**src/rtl/iq_frame_framer_pkg.sv**
```systemverilog
// Shared widths, defaults and sample/FIFO word types for the I/Q frame framer.
package iq_frame_framer_pkg;

  localparam int INPUT_DATA_BITWIDTH   = 32;
  localparam int IQ_HALF_W             = INPUT_DATA_BITWIDTH / 2;
  localparam int SAMPLES_PER_FRAME_DEF = 19200;
  localparam int FIFO_DEPTH_DEF        = 16;
  localparam int CNT_W_DEF             = 16;

  typedef struct packed {
    logic [IQ_HALF_W-1:0] q;
    logic [IQ_HALF_W-1:0] i;
  } iq_sample_t;

  typedef struct packed {
    logic       user;
    iq_sample_t iq;
  } fifo_word_t;

  typedef enum logic {
    ST_IDLE = 1'b0,
    ST_RUN  = 1'b1
  } framer_state_e;

endpackage

```
**src/rtl/iq_frame_framer_if.sv**
```systemverilog
// Valid/ready sample stream from the framer to the LTE processing top.
interface iq_frame_framer_if #(
  parameter int W = 32
);
  logic [W-1:0] data;
  logic         valid;
  logic         user;
  logic         ready;

  modport master (output data, output valid, output user, input ready);
  modport slave  (input data, input valid, input user, output ready);
endinterface

```
**src/rtl/iq_frame_framer_fifo.sv**
```systemverilog
// First-word-fall-through synchronous FIFO; head word is visible the cycle after it is written.
module sync_fifo_fwft #(
  parameter int WIDTH = 33,
  parameter int DEPTH = 16
) (
  input  logic             clk,
  input  logic             rst,
  input  logic             wr_en_i,
  input  logic [WIDTH-1:0] wr_data_i,
  input  logic             rd_en_i,
  output logic [WIDTH-1:0] rd_data_o,
  output logic             full_o,
  output logic             empty_o
);
  localparam int AW = $clog2(DEPTH);
  localparam int CW = AW + 1;

  logic [WIDTH-1:0] mem_q [DEPTH];
  logic [AW-1:0]    wr_ptr_q;
  logic [AW-1:0]    rd_ptr_q;
  logic [CW-1:0]    count_q;
  logic             do_wr;
  logic             do_rd;

  assign full_o    = (count_q == CW'(DEPTH));
  assign empty_o   = (count_q == '0);
  assign do_rd     = rd_en_i && !empty_o;
  // A write into a full FIFO is legal when the head leaves on the same edge.
  assign do_wr     = wr_en_i && (!full_o || do_rd);
  assign rd_data_o = mem_q[rd_ptr_q];

  always_ff @(posedge clk) begin
    if (rst) begin
      wr_ptr_q <= '0;
      rd_ptr_q <= '0;
      count_q  <= '0;
    end else begin
      if (do_wr) wr_ptr_q <= wr_ptr_q + AW'(1);
      if (do_rd) rd_ptr_q <= rd_ptr_q + AW'(1);
      case ({do_wr, do_rd})
        2'b10:   count_q <= count_q + CW'(1);
        2'b01:   count_q <= count_q - CW'(1);
        default: count_q <= count_q;
      endcase
    end
  end

  always_ff @(posedge clk) begin
    if (do_wr) mem_q[wr_ptr_q] <= wr_data_i;
  end

endmodule

```
**src/rtl/iq_frame_framer.sv**
```systemverilog
// I/Q framer: discards pre-sync samples, tags frame starts, buffers into a FWFT FIFO.
// Define FRAME_LEN_CHECK_EN to add lastFrameLen_o / lenErr_o frame-length checking.
//
//   state   | meaning
//   ST_IDLE | waiting for first sync; samples dropped silently
//   ST_RUN  | accepting samples until rst
module iq_frame_framer
  import iq_frame_framer_pkg::*;
#(
  parameter int FIFO_DEPTH        = FIFO_DEPTH_DEF,
  parameter int SAMPLES_PER_FRAME = SAMPLES_PER_FRAME_DEF,
  parameter int CNT_W             = CNT_W_DEF
) (
  input  logic                           clk,
  input  logic                           rst,
  input  logic                           syncTo10ms_i,
  input  logic [INPUT_DATA_BITWIDTH-1:0] inData_i,
  input  logic                           inValid_i,
  input  logic                           clrStatus_i,
  iq_frame_framer_if.master              out_if,
  output logic                           running_o,
  output logic                           overflow_o,
  output logic [CNT_W-1:0]               frameCnt_o
`ifdef FRAME_LEN_CHECK_EN
  ,
  output logic [CNT_W-1:0]               lastFrameLen_o,
  output logic                           lenErr_o
`endif
);
  localparam int FW = $bits(fifo_word_t);

  framer_state_e    state_q, state_d;
  logic             arm_q, arm_d;
  logic             ovf_q, ovf_d;
  logic [CNT_W-1:0] cnt_q, cnt_d;

  logic       run_eff;
  logic       tag;
  logic       accept;
  logic       drop;
  logic       fifo_rd;
  logic       fifo_full;
  logic       fifo_empty;
  fifo_word_t wr_word;
  fifo_word_t head_word;

  always_ff @(posedge clk) begin
    if (rst) begin
      state_q <= ST_IDLE;
      arm_q   <= 1'b0;
      ovf_q   <= 1'b0;
      cnt_q   <= '0;
    end else begin
      state_q <= state_d;
      arm_q   <= arm_d;
      ovf_q   <= ovf_d;
      cnt_q   <= cnt_d;
    end
  end

  always_comb begin
    state_d = state_q;
    arm_d   = arm_q;
    ovf_d   = ovf_q;
    cnt_d   = cnt_q;
    accept  = 1'b0;
    drop    = 1'b0;
    fifo_rd = !fifo_empty && out_if.ready;
    // The sync cycle itself already accepts, so the IDLE->RUN sample gets tagged.
    run_eff = (state_q == ST_RUN) || syncTo10ms_i;
    tag     = arm_q || syncTo10ms_i;

    if (state_q == ST_IDLE && syncTo10ms_i) state_d = ST_RUN;

    if (run_eff && inValid_i) begin
      if (!fifo_full || fifo_rd) accept = 1'b1;
      else                       drop   = 1'b1;
    end

    arm_d = accept ? 1'b0 : tag;

    if (syncTo10ms_i)                  cnt_d = accept ? CNT_W'(1) : '0;
    else if (accept && cnt_q != '1)    cnt_d = cnt_q + CNT_W'(1);

    if (drop)             ovf_d = 1'b1;
    else if (clrStatus_i) ovf_d = 1'b0;

    wr_word      = '0;
    wr_word.user = tag;
    wr_word.iq   = iq_sample_t'(inData_i);
  end

  sync_fifo_fwft #(
    .WIDTH (FW),
    .DEPTH (FIFO_DEPTH)
  ) u_fifo (
    .clk       (clk),
    .rst       (rst),
    .wr_en_i   (accept),
    .wr_data_i (wr_word),
    .rd_en_i   (fifo_rd),
    .rd_data_o (head_word),
    .full_o    (fifo_full),
    .empty_o   (fifo_empty)
  );

  // Head is masked while empty so stale RAM contents never reach the outputs.
  assign out_if.valid = !fifo_empty;
  assign out_if.data  = fifo_empty ? '0 : head_word.iq;
  assign out_if.user  = !fifo_empty && head_word.user;
  assign running_o    = (state_q == ST_RUN);
  assign overflow_o   = ovf_q;
  assign frameCnt_o   = cnt_q;

`ifdef FRAME_LEN_CHECK_EN
  localparam logic [CNT_W-1:0] SPF_C = CNT_W'(SAMPLES_PER_FRAME);

  logic [CNT_W-1:0] last_len_q, last_len_d;
  logic             len_err_q, len_err_d;
  logic             len_set;

  always_ff @(posedge clk) begin
    if (rst) begin
      last_len_q <= '0;
      len_err_q  <= 1'b0;
    end else begin
      last_len_q <= last_len_d;
      len_err_q  <= len_err_d;
    end
  end

  always_comb begin
    last_len_d = last_len_q;
    len_set    = 1'b0;
    if (syncTo10ms_i && state_q == ST_RUN) begin
      last_len_d = cnt_q;
      len_set    = (cnt_q != SPF_C);
    end
    // Overrun is flagged as soon as the frame grows past its nominal length.
    if (accept && !syncTo10ms_i && cnt_q == SPF_C) len_set = 1'b1;

    if (len_set)          len_err_d = 1'b1;
    else if (clrStatus_i) len_err_d = 1'b0;
    else                  len_err_d = len_err_q;
  end

  assign lastFrameLen_o = last_len_q;
  assign lenErr_o       = len_err_q;
`endif

endmodule

```
**src/flat_wrapper.sv**
```systemverilog
// flat-port wrapper written by rule: the top's interface ports become plain ports
module iq_frame_framer_flat import iq_frame_framer_pkg::*;
#(
  parameter int FIFO_DEPTH        = FIFO_DEPTH_DEF,
  parameter int SAMPLES_PER_FRAME = SAMPLES_PER_FRAME_DEF,
  parameter int CNT_W             = CNT_W_DEF
)
  (clk, rst, syncTo10ms_i, inData_i, inValid_i, clrStatus_i, running_o, overflow_o, frameCnt_o, out_if_data, out_if_valid, out_if_user, out_if_ready);
  iq_frame_framer_if #(.W(32)) out_if_i ();
  input  logic clk;
  input  logic rst;
  input  logic syncTo10ms_i;
  input  logic [INPUT_DATA_BITWIDTH-1:0] inData_i;
  input  logic inValid_i;
  input  logic clrStatus_i;
  output logic running_o;
  output logic overflow_o;
  output logic [CNT_W-1:0] frameCnt_o;
  output wire logic [$bits(out_if_i.data)-1:0] out_if_data;
  output wire logic [$bits(out_if_i.valid)-1:0] out_if_valid;
  output wire logic [$bits(out_if_i.user)-1:0] out_if_user;
  input wire logic [$bits(out_if_i.ready)-1:0] out_if_ready;
  assign out_if_data = out_if_i.data;
  assign out_if_valid = out_if_i.valid;
  assign out_if_user = out_if_i.user;
  assign out_if_i.ready = out_if_ready;
  iq_frame_framer #(.FIFO_DEPTH(FIFO_DEPTH), .SAMPLES_PER_FRAME(SAMPLES_PER_FRAME), .CNT_W(CNT_W)) u_core (.clk(clk), .rst(rst), .syncTo10ms_i(syncTo10ms_i), .inData_i(inData_i), .inValid_i(inValid_i), .clrStatus_i(clrStatus_i), .out_if(out_if_i), .running_o(running_o), .overflow_o(overflow_o), .frameCnt_o(frameCnt_o));
endmodule
```
**config.mk**
```make
export PLATFORM = sky130hd
export DESIGN_NAME = iq_frame_framer_flat
export DESIGN_NICKNAME = d
export VERILOG_FILES = /design/src/rtl/iq_frame_framer_pkg.sv /design/src/rtl/iq_frame_framer_if.sv /design/src/rtl/iq_frame_framer_fifo.sv /design/src/rtl/iq_frame_framer.sv /design/src/flat_wrapper.sv
export SDC_FILE = /design/constraint.sdc
export NUM_CORES = 1
export LEC_CHECK = 0
export CAP_MARGIN = 10
export CORE_MARGIN = 1.5
export CORE_UTILIZATION = 60
export CTS_BUF_LIST = sky130_fd_sc_hd__clkbuf_4 sky130_fd_sc_hd__clkbuf_8
export CTS_CLUSTER_DIAMETER = 50
export DETAILED_ROUTE_END_ITERATION = 10
export MAX_ROUTING_LAYER = met4
export PLACE_DENSITY = 0.79
export SLEW_MARGIN = 40
export SYNTH_ARGS = -nofsm -noshare
export SYNTH_HDL_FRONTEND = slang
export SYNTH_SLANG_ARGS = --single-unit
```
**constraint.sdc**
```tcl
create_clock -name clk -period 5.02 [get_ports clk]
set_input_delay 1.004 -clock clk [delete_from_list [all_inputs] [get_ports clk]]
set_output_delay 1.004 -clock clk [all_outputs]
set_load 0.01 [all_outputs]
```
==> results of run 1 <==
[kinds of logic after synthesis]
kind of cell	share of synthesized area, %
xor+xnor	0.844
simple gates	2.18
mux	16.8
compound gates	2.20
buf+inv	1.36
flops	76.1
fa+ha+maj	0.517
[power by group]
group	total, µW	switching (µW)	internal, µW
Clock	3660	1680	1980
Sequential	5320	87.1	5230
Combinational	2660	1290	1370
[worst reg2reg max path: stages, from the launching register on]
cell	delay (ns)
dfxtp_1	0.54
nor4_4	0.12
a21boi_1	0.56
ha_1	0.52
xor2_1	0.13
ha_1	0.20
a21oi_1	0.24
a32oi_1	0.15
a31oi_1	0.23
xnor2_1	0.14
nor2_1	0.05
[flip-flops by register name (all words and copies together), names as in the netlist, named ones only]
signal and flops:
u_core.running_o 1, u_core.arm_q 1, u_core.u_fifo.wr_ptr_q 4, u_core.u_fifo.rd_ptr_q 4, u_core.u_fifo.mem_q 528, u_core.u_fifo.count_q 5
u_core.frameCnt_o 16, u_core.overflow_o 1
[layer usage]
layer  vias up  global-route usage [%]  share of wire (%)
li1       4572                       -                  -
met3        81                    4.99                6.5
met2       425                    38.1                 50
met1      5467                    32.1                 41
met5         -                       -                  0
met4         0                    9.24                2.5
[worst max path at each step]
stage / startpoint / endpoint / slack, ns / cells past startpoint
floorplan: syncTo10ms_i / u_core.u_fifo.mem_q[0][0] / 0.57 / 5
global placement: syncTo10ms_i / u_core.u_fifo.count_q[4] / 1.35 / 12
detailed placement: syncTo10ms_i / u_core.u_fifo.mem_q[8][27] / 1.29 / 7
CTS: u_core.u_fifo.count_q[0] / out_if_data[3] / 0.74 / 6
global route: u_core.u_fifo.count_q[0] / out_if_data[3] / 0.61 / 6
finish: u_core.u_fifo.count_q[0] / out_if_data[10] / 0.80 / 6
[final cells by class]
| cell class | instances | area (µm²) | area share, % |
|---|---|---|---|
| flip-flops and latches | 564 | 16600 | 65.8 |
| multi-input cells | 392 | 5030 | 20.0 |
| clock buffers | 115 | 1410 | 5.59 |
| repair buffers | 128 | 1310 | 5.20 |
| well taps | 461 | 577 | 2.29 |
| clock inverters | 37 | 253 | 1.00 |
| inverters | 9 | 33.8 | 0.134 |
| diodes | 1 | 2.50 | 0.00993 |
[Yosys cell counts (2+ instances only)]
| cell type | count |
|---|---|
| xor2_1 | 11 |
| dfxtp_1 | 36 |
| o22ai_1 | 34 |
| nor2_1 | 40 |
| nand2_1 | 13 |
| xnor2_1 | 10 |
| clkbuf_1 | 19 |
| inv_1 | 8 |
| a31oi_1 | 2 |
| and3_1 | 4 |
| a32oi_1 | 2 |
| mux4_2 | 132 |
| buf_2 | 24 |
| o21ai_0 | 6 |
| or3_1 | 4 |
| nand3_1 | 6 |
| a21oi_1 | 9 |
| edfxtp_1 | 528 |
| nand3b_1 | 2 |
| a2111oi_2 | 2 |
| mux2i_1 | 69 |
| ha_1 | 9 |
| or2_2 | 4 |
| a211oi_1 | 3 |
| buf_1 | 11 |
| nand2b_1 | 3 |
| buf_6 | 2 |
| nand4_1 | 5 |
| nor3_1 | 6 |
[metrics by stage]
step	hold WS, ns	util (%)	instances	instance area (µm²)
floorplan	0.482	-	1022	21800
CTS	0.496	70.5	1704	25100
global route	0.512	70.7	1707	25200
finish	0.493	70.7	1707	25200
detailed placement	0.484	65.9	1552	23500
global placement	0.475	65.9	1552	23500
==> results_dict.tcl, run 1 <==
set metrics [dict create \
    status "complete, but fails checks" \
    violations "design-rule violations" \
    postSynth.asyncResetShare_pct 0 \
    post-route-min-period_ns 4.22 \
    synthToLayoutAreaGrowth_pct 15.7 \
    grt_start_max_net_pins 56 \
    hp-class "flip-flop to flip-flop" \
    grt_pass1_wl_um 65700 \
    hpwl_um 24700 \
    wl_per_cell_um 25.3 \
    max_freq_mhz 237 \
    cts_tree "yes" \
    netlist_instances 1022 \
    ant_nets 0 \
    cp_max_fo 19 \
    cap_viol_max_count 0 \
    crit_path_top_delay_cell "clkdlybuf4s50_1" \
    path_clk_slew_ns 0.07 \
    final_common_cell "edfxtp_1" \
    grt_remaining_overflow 0 \
    hold_path_startpoint "u_core.running_o" \
    r2r_end "u_core.u_fifo.count_q[4]" \
    critPathArrivalTime_ns 3.22 \
    critical-path-max-stage-delay_ns 0.51 \
    antenna_found_initial 1 \
    p_per_area_nw_per_um2 462 \
    cts_sinks 564 \
    ff2ff_setup_slack_ns 2.03 \
    die_w_um 194 \
    relSlewSlack_pct 50.4 \
    insertion_delay_ns 0.62 \
    initial_utilization_pct 61.1 \
    worstReg2RegStart "u_core.u_fifo.count_q[2]" \
    finalClockSkew_ns 0.0291 \
    grt_pass1_vias 11200 \
    synth_edf_count 528 \
    fp.dieH_um 194 \
    layout-drive-gt1-share_pct 27.1 \
    grt_usage_pct 24.4 \
    portBuffers 89 \
    cp.buffers_inverters 2 \
    ys_top_cells_by_area "edfxtp_1, mux4_2, dfxtp_1" \
    critPathKind "flip-flop to primary output" \
    layout_common_cells "edfxtp_1, mux4_2, clkdlybuf4s50_1" \
    fin_ws_ns 0.799 \
    start_kind "flip-flop" \
    wl_um 43200 \
    synth_area_per_cell_um2 21.3 \
    ir_drop_mv 0.266 \
    clk_path_buf_depth 3 \
    tns_ns 0 \
    yosys.cell_types.count 47 \
    dieArea_um2 37500 \
    gp_congestion 0.780 \
    fin_crit_sh_pct 84.1 \
    core_um2 35700 \
    ios 90 \
    min_to "u_core.running_o" \
    worstMarginPinSlew_ns 0.743 \
    holdBufCountCts 0 \
    ys_ff_latch 564 \
    post_cts_buffers 0 \
    min_delay_path_depth 2 \
    setup_violations 0 \
    critPathRequiredTime_ns 4.02 \
    htreeDepth 3 \
    firstDrtPassIters 8 \
    synth_fp_nets 1069 \
    endpoint_kind "primary output" \
    fin_nets 1227 \
    p_total_uw 11600 \
    rsz0062_at_grt "false" \
    fillers 2068 \
    place_ws_ns 1.29 \
    cts_root_buf "clkbuf_8" \
    yosysTopAreaCell "edfxtp_1" \
    route.detailed.drc 5 \
    synth-seq-area-share_pct 76.1 \
    synthFlopType "edfxtp_1" \
    yosysWarnings 0 \
    synth_area_um2 21800 \
    path_cells "nor4_4, nand2_1, nand2b_2, buf_4, o22ai_1, clkdlybuf4s50_1" \
    dr_total_vias 10500 \
    hold_viol 0 \
    p_leak_uw 0.00770 \
    viasPerCell 6.18 \
    drt_iter0_drc 915 \
    slew_viol_final 0 \
    r2r_cells 10 \
    netlist.area_leader.share_pct 72.8 \
    numCtsBuffers 85 \
    crit_family "simple AND/OR/NAND/NOR gates" \
    fp-row-count 69 \
    cts_resized 0 \
]
(Power assumes the default switching activity.)
==> run 2: changes to the inputs <==
Clock period 5.02 ns to 3.9 ns, I/O delays scaled along.
==> results_dict.tcl, run 2 (synthesis results as in run 1) <==
set metrics [dict create \
    relSlewSlack_pct 53.1 \
    r2r_cells 11 \
    cts_root_buf "clkbuf_8" \
    ant_nets 0 \
    ios 90 \
    dr_total_vias 10600 \
    dieArea_um2 37500 \
    p_per_area_nw_per_um2 591 \
    switchingPower_uw 3920 \
    diodes 0 \
    fp-row-count 69 \
    hold_viol 0 \
    htreeDepth 3 \
    gp_congestion 0.776 \
    largest_reg_flops 528 \
    hp-class "flip-flop to flip-flop" \
    cp.buffers_inverters 2 \
    setup_violations 0 \
    drt_iter0_drc 843 \
    layout_common_cells "edfxtp_1, mux4_2, clkbuf_8" \
    crit_family "multiplexers" \
    route.detailed.drc 7 \
    slew_viol_final 0 \
    critPathKind "flip-flop to primary output" \
    initial_utilization_pct 61.1 \
    grt_start_max_net_pins 54 \
    clk_path_buf_depth 3 \
    cap_viol_max_count 0 \
    cts_tree "yes" \
    p_int_uw 11000 \
    worstMarginPinSlew_ns 0.702 \
    grt_pass1_vias 11300 \
    viasPerCell 6.21 \
    cts_sinks 564 \
    violations "design-rule violations" \
    ir_drop_mv 0.407 \
    rsz0062_at_grt "false" \
    tns_ns 0 \
    critPathArrivalTime_ns 2.98 \
    p_seq_share_pct 45.9 \
    min_delay_path_depth 2 \
    die_w_um 194 \
    insertion_delay_ns 0.61 \
    switching_share_pct 26.2 \
    portBuffers 89 \
    max_freq_mhz 266 \
    firstDrtPassIters 10 \
    crit_path_top_delay_cell "dfxtp_4" \
    combPwrFrac_pct 23.1 \
    numCtsBuffers 88 \
    grt_pass1_wl_um 67600 \
    fin_nets 1233 \
    layout-drive-gt1-share_pct 27.2 \
    endpoint_kind "primary output" \
    wl_um 44300 \
    core_um2 35700 \
    antenna_found_initial 0 \
    grt_usage_pct 25.3 \
    path_clk_slew_ns 0.06 \
    wl_per_cell_um 25.8 \
    place_ws_ns 0.407 \
    p_leak_uw 0.00772 \
    synthToLayoutAreaGrowth_pct 16.2 \
    hpwl_um 25100 \
    start_kind "flip-flop" \
    critical-path-max-stage-delay_ns 0.58 \
    cp_max_fo 26 \
    max_flop_register "u_core.u_fifo.mem_q" \
    pwr-share-clk_pct 31.0 \
    finalClockSkew_ns 0.0207 \
    critPathRequiredTime_ns 3.12 \
    fp.dieH_um 194 \
    status "complete, but fails checks" \
    grt_remaining_overflow 0 \
    post_cts_buffers 0 \
    post-route-min-period_ns 3.76 \
    worst_hold_slack_ns 0.492 \
    fin_crit_sh_pct 96.5 \
    fin_ws_ns 0.136 \
    path_cells "buf_12, mux4_2, mux2i_1, o22ai_1, clkdlybuf4s50_1" \
    final_common_cell "edfxtp_1" \
    cp.depth 5 \
]
## run 2: changes by cell type in the layout (fill, tap and decap cells not counted), moves of 2 or more
cell	change
buf_12	+8
buf_16	-2
buf_4	-4
bufinv_16	-2
clkbuf_8	+3
clkinv_1	+4
nor3_2	-4
nor3_4	+4
## run 2: layout make-up
cell class              instances  area (µm²)
repair buffers                131        1400
clock inverters                39         205
inverters                       9        33.8
fillers                      2055       10300
clock buffers                 118        1450
flip-flops and latches        564       16600
well taps                     461         577
multi-input cells             392        5060
## run 2: path summary, 6_finish.rpt
kind	start	endpoint	slack (ns)
hold / removal	u_core.running_o	u_core.running_o	0.49
setup reg to reg	u_core.u_fifo.count_q[1]	u_core.u_fifo.count_q[4]	1.16
hold reg to reg	u_core.running_o	u_core.running_o	0.49
setup / recovery	flip-flop	out_if_data[12]	0.14
## run 2: power groups by stage
stage / registers (µW) / clock network [µW] / logic (µW)
after CTS: 6870 / 4710 / 3480
after global routing: 6880 / 4980 / 3700
after floorplan: 6900 / 0 / 2220
after global placement: 6980 / 0 / 3410
after detailed placement: 6990 / 0 / 3460
final: 6870 / 4630 / 3460
## run 2: through the flow
stage | instance area (µm²) | power, µW | cells | utilization (%)
after global placement | 23600 | 10400 | 1557 | 66.3
after floorplan | 21800 | 9120 | 1022 | -
final | 25300 | 15000 | 1714 | 71.0
after detailed placement | 23600 | 10500 | 1557 | 66.3
after global routing | 25300 | 15600 | 1714 | 71.0
after CTS | 25300 | 15100 | 1714 | 71.0
## run 2: layer usage
| metal | global-route usage [%] | wire, µm | part of all wire, % | up-vias |
|---|---|---|---|---|
| li1 | - | - | - | 4591 |
| met1 | 33.1 | 17400 | 39 | 5560 |
| met2 | 40.8 | 22900 | 52 | 409 |
| met3 | 4.24 | 2830 | 6.4 | 83 |
| met4 | 8.87 | 1120 | 2.5 | 0 |
| met5 | - | 0 | 0 | - |
## run 2: tightest hold or removal path, stage by stage, from the launching register on
cell     delay (ns)
dfxtp_1        0.32
nor2_1         0.08
nor2_1         0.04
## run 2: timing repair
action,CTS,global route
gates resized for setup,0,3
hold endpoints to repair,0,0
hold buffers,0,0
setup endpoints to repair,0,19
==> run 3: changes to the inputs <==
Settings changed: DONT_BUFFER_PORTS set to 1, PLACE_DENSITY 0.79 to 0.76.
==> results_dict.tcl, run 3 (synthesis results as in run 1) <==
set metrics [dict create \
    cts_root_buf "clkbuf_8" \
    viasPerCell 6.38 \
    ant_nets 0 \
    firstDrtPassIters 8 \
    numCtsBuffers 85 \
    cts_sinks 564 \
    wl_per_cell_um 26.8 \
    worstReg2RegStart "u_core.u_fifo.count_q[2]" \
    layout-drive-gt1-share_pct 28.2 \
    drt_iter0_drc 880 \
    tns_ns 0 \
    diodes 0 \
    slew_viol_final 0 \
    initial_utilization_pct 61.1 \
    fp.dieH_um 194 \
    antenna_found_initial 0 \
    p_leak_uw 0.00729 \
    die_w_um 194 \
    cts_tree "yes" \
    synthToLayoutAreaGrowth_pct 11.3 \
    min_to "u_core.overflow_o" \
    cap_viol_max_count 0 \
    post_cts_buffers 0 \
    p_per_area_nw_per_um2 581 \
    largest_reg_flops 528 \
    fin_nets 1138 \
    max_freq_mhz 271 \
    grt_remaining_overflow 0 \
    ios 90 \
    crit_path_top_delay_cell "nand2_2" \
    violations "design-rule violations" \
    relSlewSlack_pct 49.9 \
    register_area_um2 16600 \
    path_clk_slew_ns 0.06 \
    route.detailed.drc 3 \
    start_kind "flip-flop" \
    hp-class "input port to flip-flop" \
    insertion_delay_ns 0.63 \
    htreeDepth 3 \
    crit_start "u_core.u_fifo.count_q[0]" \
    post-route-util_pct 68.0 \
    grt_pass1_wl_um 65700 \
    status "complete, but fails checks" \
    grt_start_max_net_pins 49 \
    ir_drop_mv 0.345 \
    dr_total_vias 10300 \
    fp-row-count 69 \
    hold_viol 0 \
    r2r_end "u_core.u_fifo.count_q[4]" \
    multiInputGateArea_um2 5050 \
    holdBufCountCts 0 \
    ff2ff_setup_slack_ns 1.04 \
    critical-path-max-stage-delay_ns 0.48 \
    cp_max_fo 17 \
    max_flop_register "u_core.u_fifo.mem_q" \
    place_area_um2 22700 \
    critPathKind "flip-flop to primary output" \
    worst_hold_slack_ns 0.212 \
    endpoint_kind "primary output" \
    hpwl_um 23800 \
    critPathRequiredTime_ns 3.12 \
    path_cells "nor4_4, nand2_1, nand2_2, buf_4, o22ai_1" \
    core_um2 35700 \
    fin_crit_sh_pct 94.8 \
    layout_common_cells "edfxtp_1, mux4_2, clkbuf_8" \
    grt_pass1_vias 10800 \
    hold_path_startpoint "rst" \
    portBuffers 0 \
    post-route-min-period_ns 3.70 \
    worstMarginPinSlew_ns 0.750 \
    r2r_cells 10 \
    crit_family "simple AND/OR/NAND/NOR gates" \
    setup_violations 0 \
    clk_path_buf_depth 3 \
    dieArea_um2 37500 \
    finalClockSkew_ns 0.0238 \
    rsz0062_at_grt "false" \
    cts_resized 0 \
    postLayoutCellArea_um2 24300 \
    min_delay_path_depth 1 \
    fillers 2223 \
    critPathArrivalTime_ns 2.92 \
    wl_um 43100 \
    grt_usage_pct 24.8 \
    cp.buffers_inverters 1 \
    final_common_cell "edfxtp_1" \
    gp_congestion 0.772 \
]
[run 3: per-stage QoR]
stage / power [µW] / setup slack (ns) / cells
after floorplan: 9120 / 0.555 / 1022
after global placement: 9870 / 0.845 / 1465
after detailed placement: 9890 / 0.815 / 1465
after CTS: 14300 / 0.109 / 1608
after global routing: 14700 / 0.0208 / 1608
final: 14100 / 0.204 / 1608
[run 3: final cells by class]
| cell class | instances | share of cell area [%] |
|---|---|---|
| Sequential cell | 564 | 68.4 |
| Multi-Input combinational cell | 392 | 20.8 |
| Clock buffer | 110 | 5.67 |
| Tap cell | 461 | 2.38 |
| Timing Repair Buffer | 39 | 1.98 |
| Clock inverter | 33 | 0.614 |
| Inverter | 9 | 0.139 |
[run 3: worst max-delay path by stage]
stage	cells past startpoint	to
floorplan	5	u_core.u_fifo.mem_q[12][0]
global placement	5	out_if_data[0]
detailed placement	5	out_if_data[0]
CTS	5	out_if_data[0]
global route	5	out_if_data[0]
finish	5	out_if_data[0]
[run 3: routing by layer]
layer  vias up  track usage [%]  part of all wire, %
met5         -                -                    0
met4         0             6.94                  1.5
met3        54             5.51                  7.1
met2       376             39.0                   50
met1      5420             33.2                   41
li1       4407                -                    -
[run 3: power breakdown]
part / internal (µW) / switching [µW]
sequential: 6740 / 162
clock: 2290 / 2110
combinational: 1350 / 1460
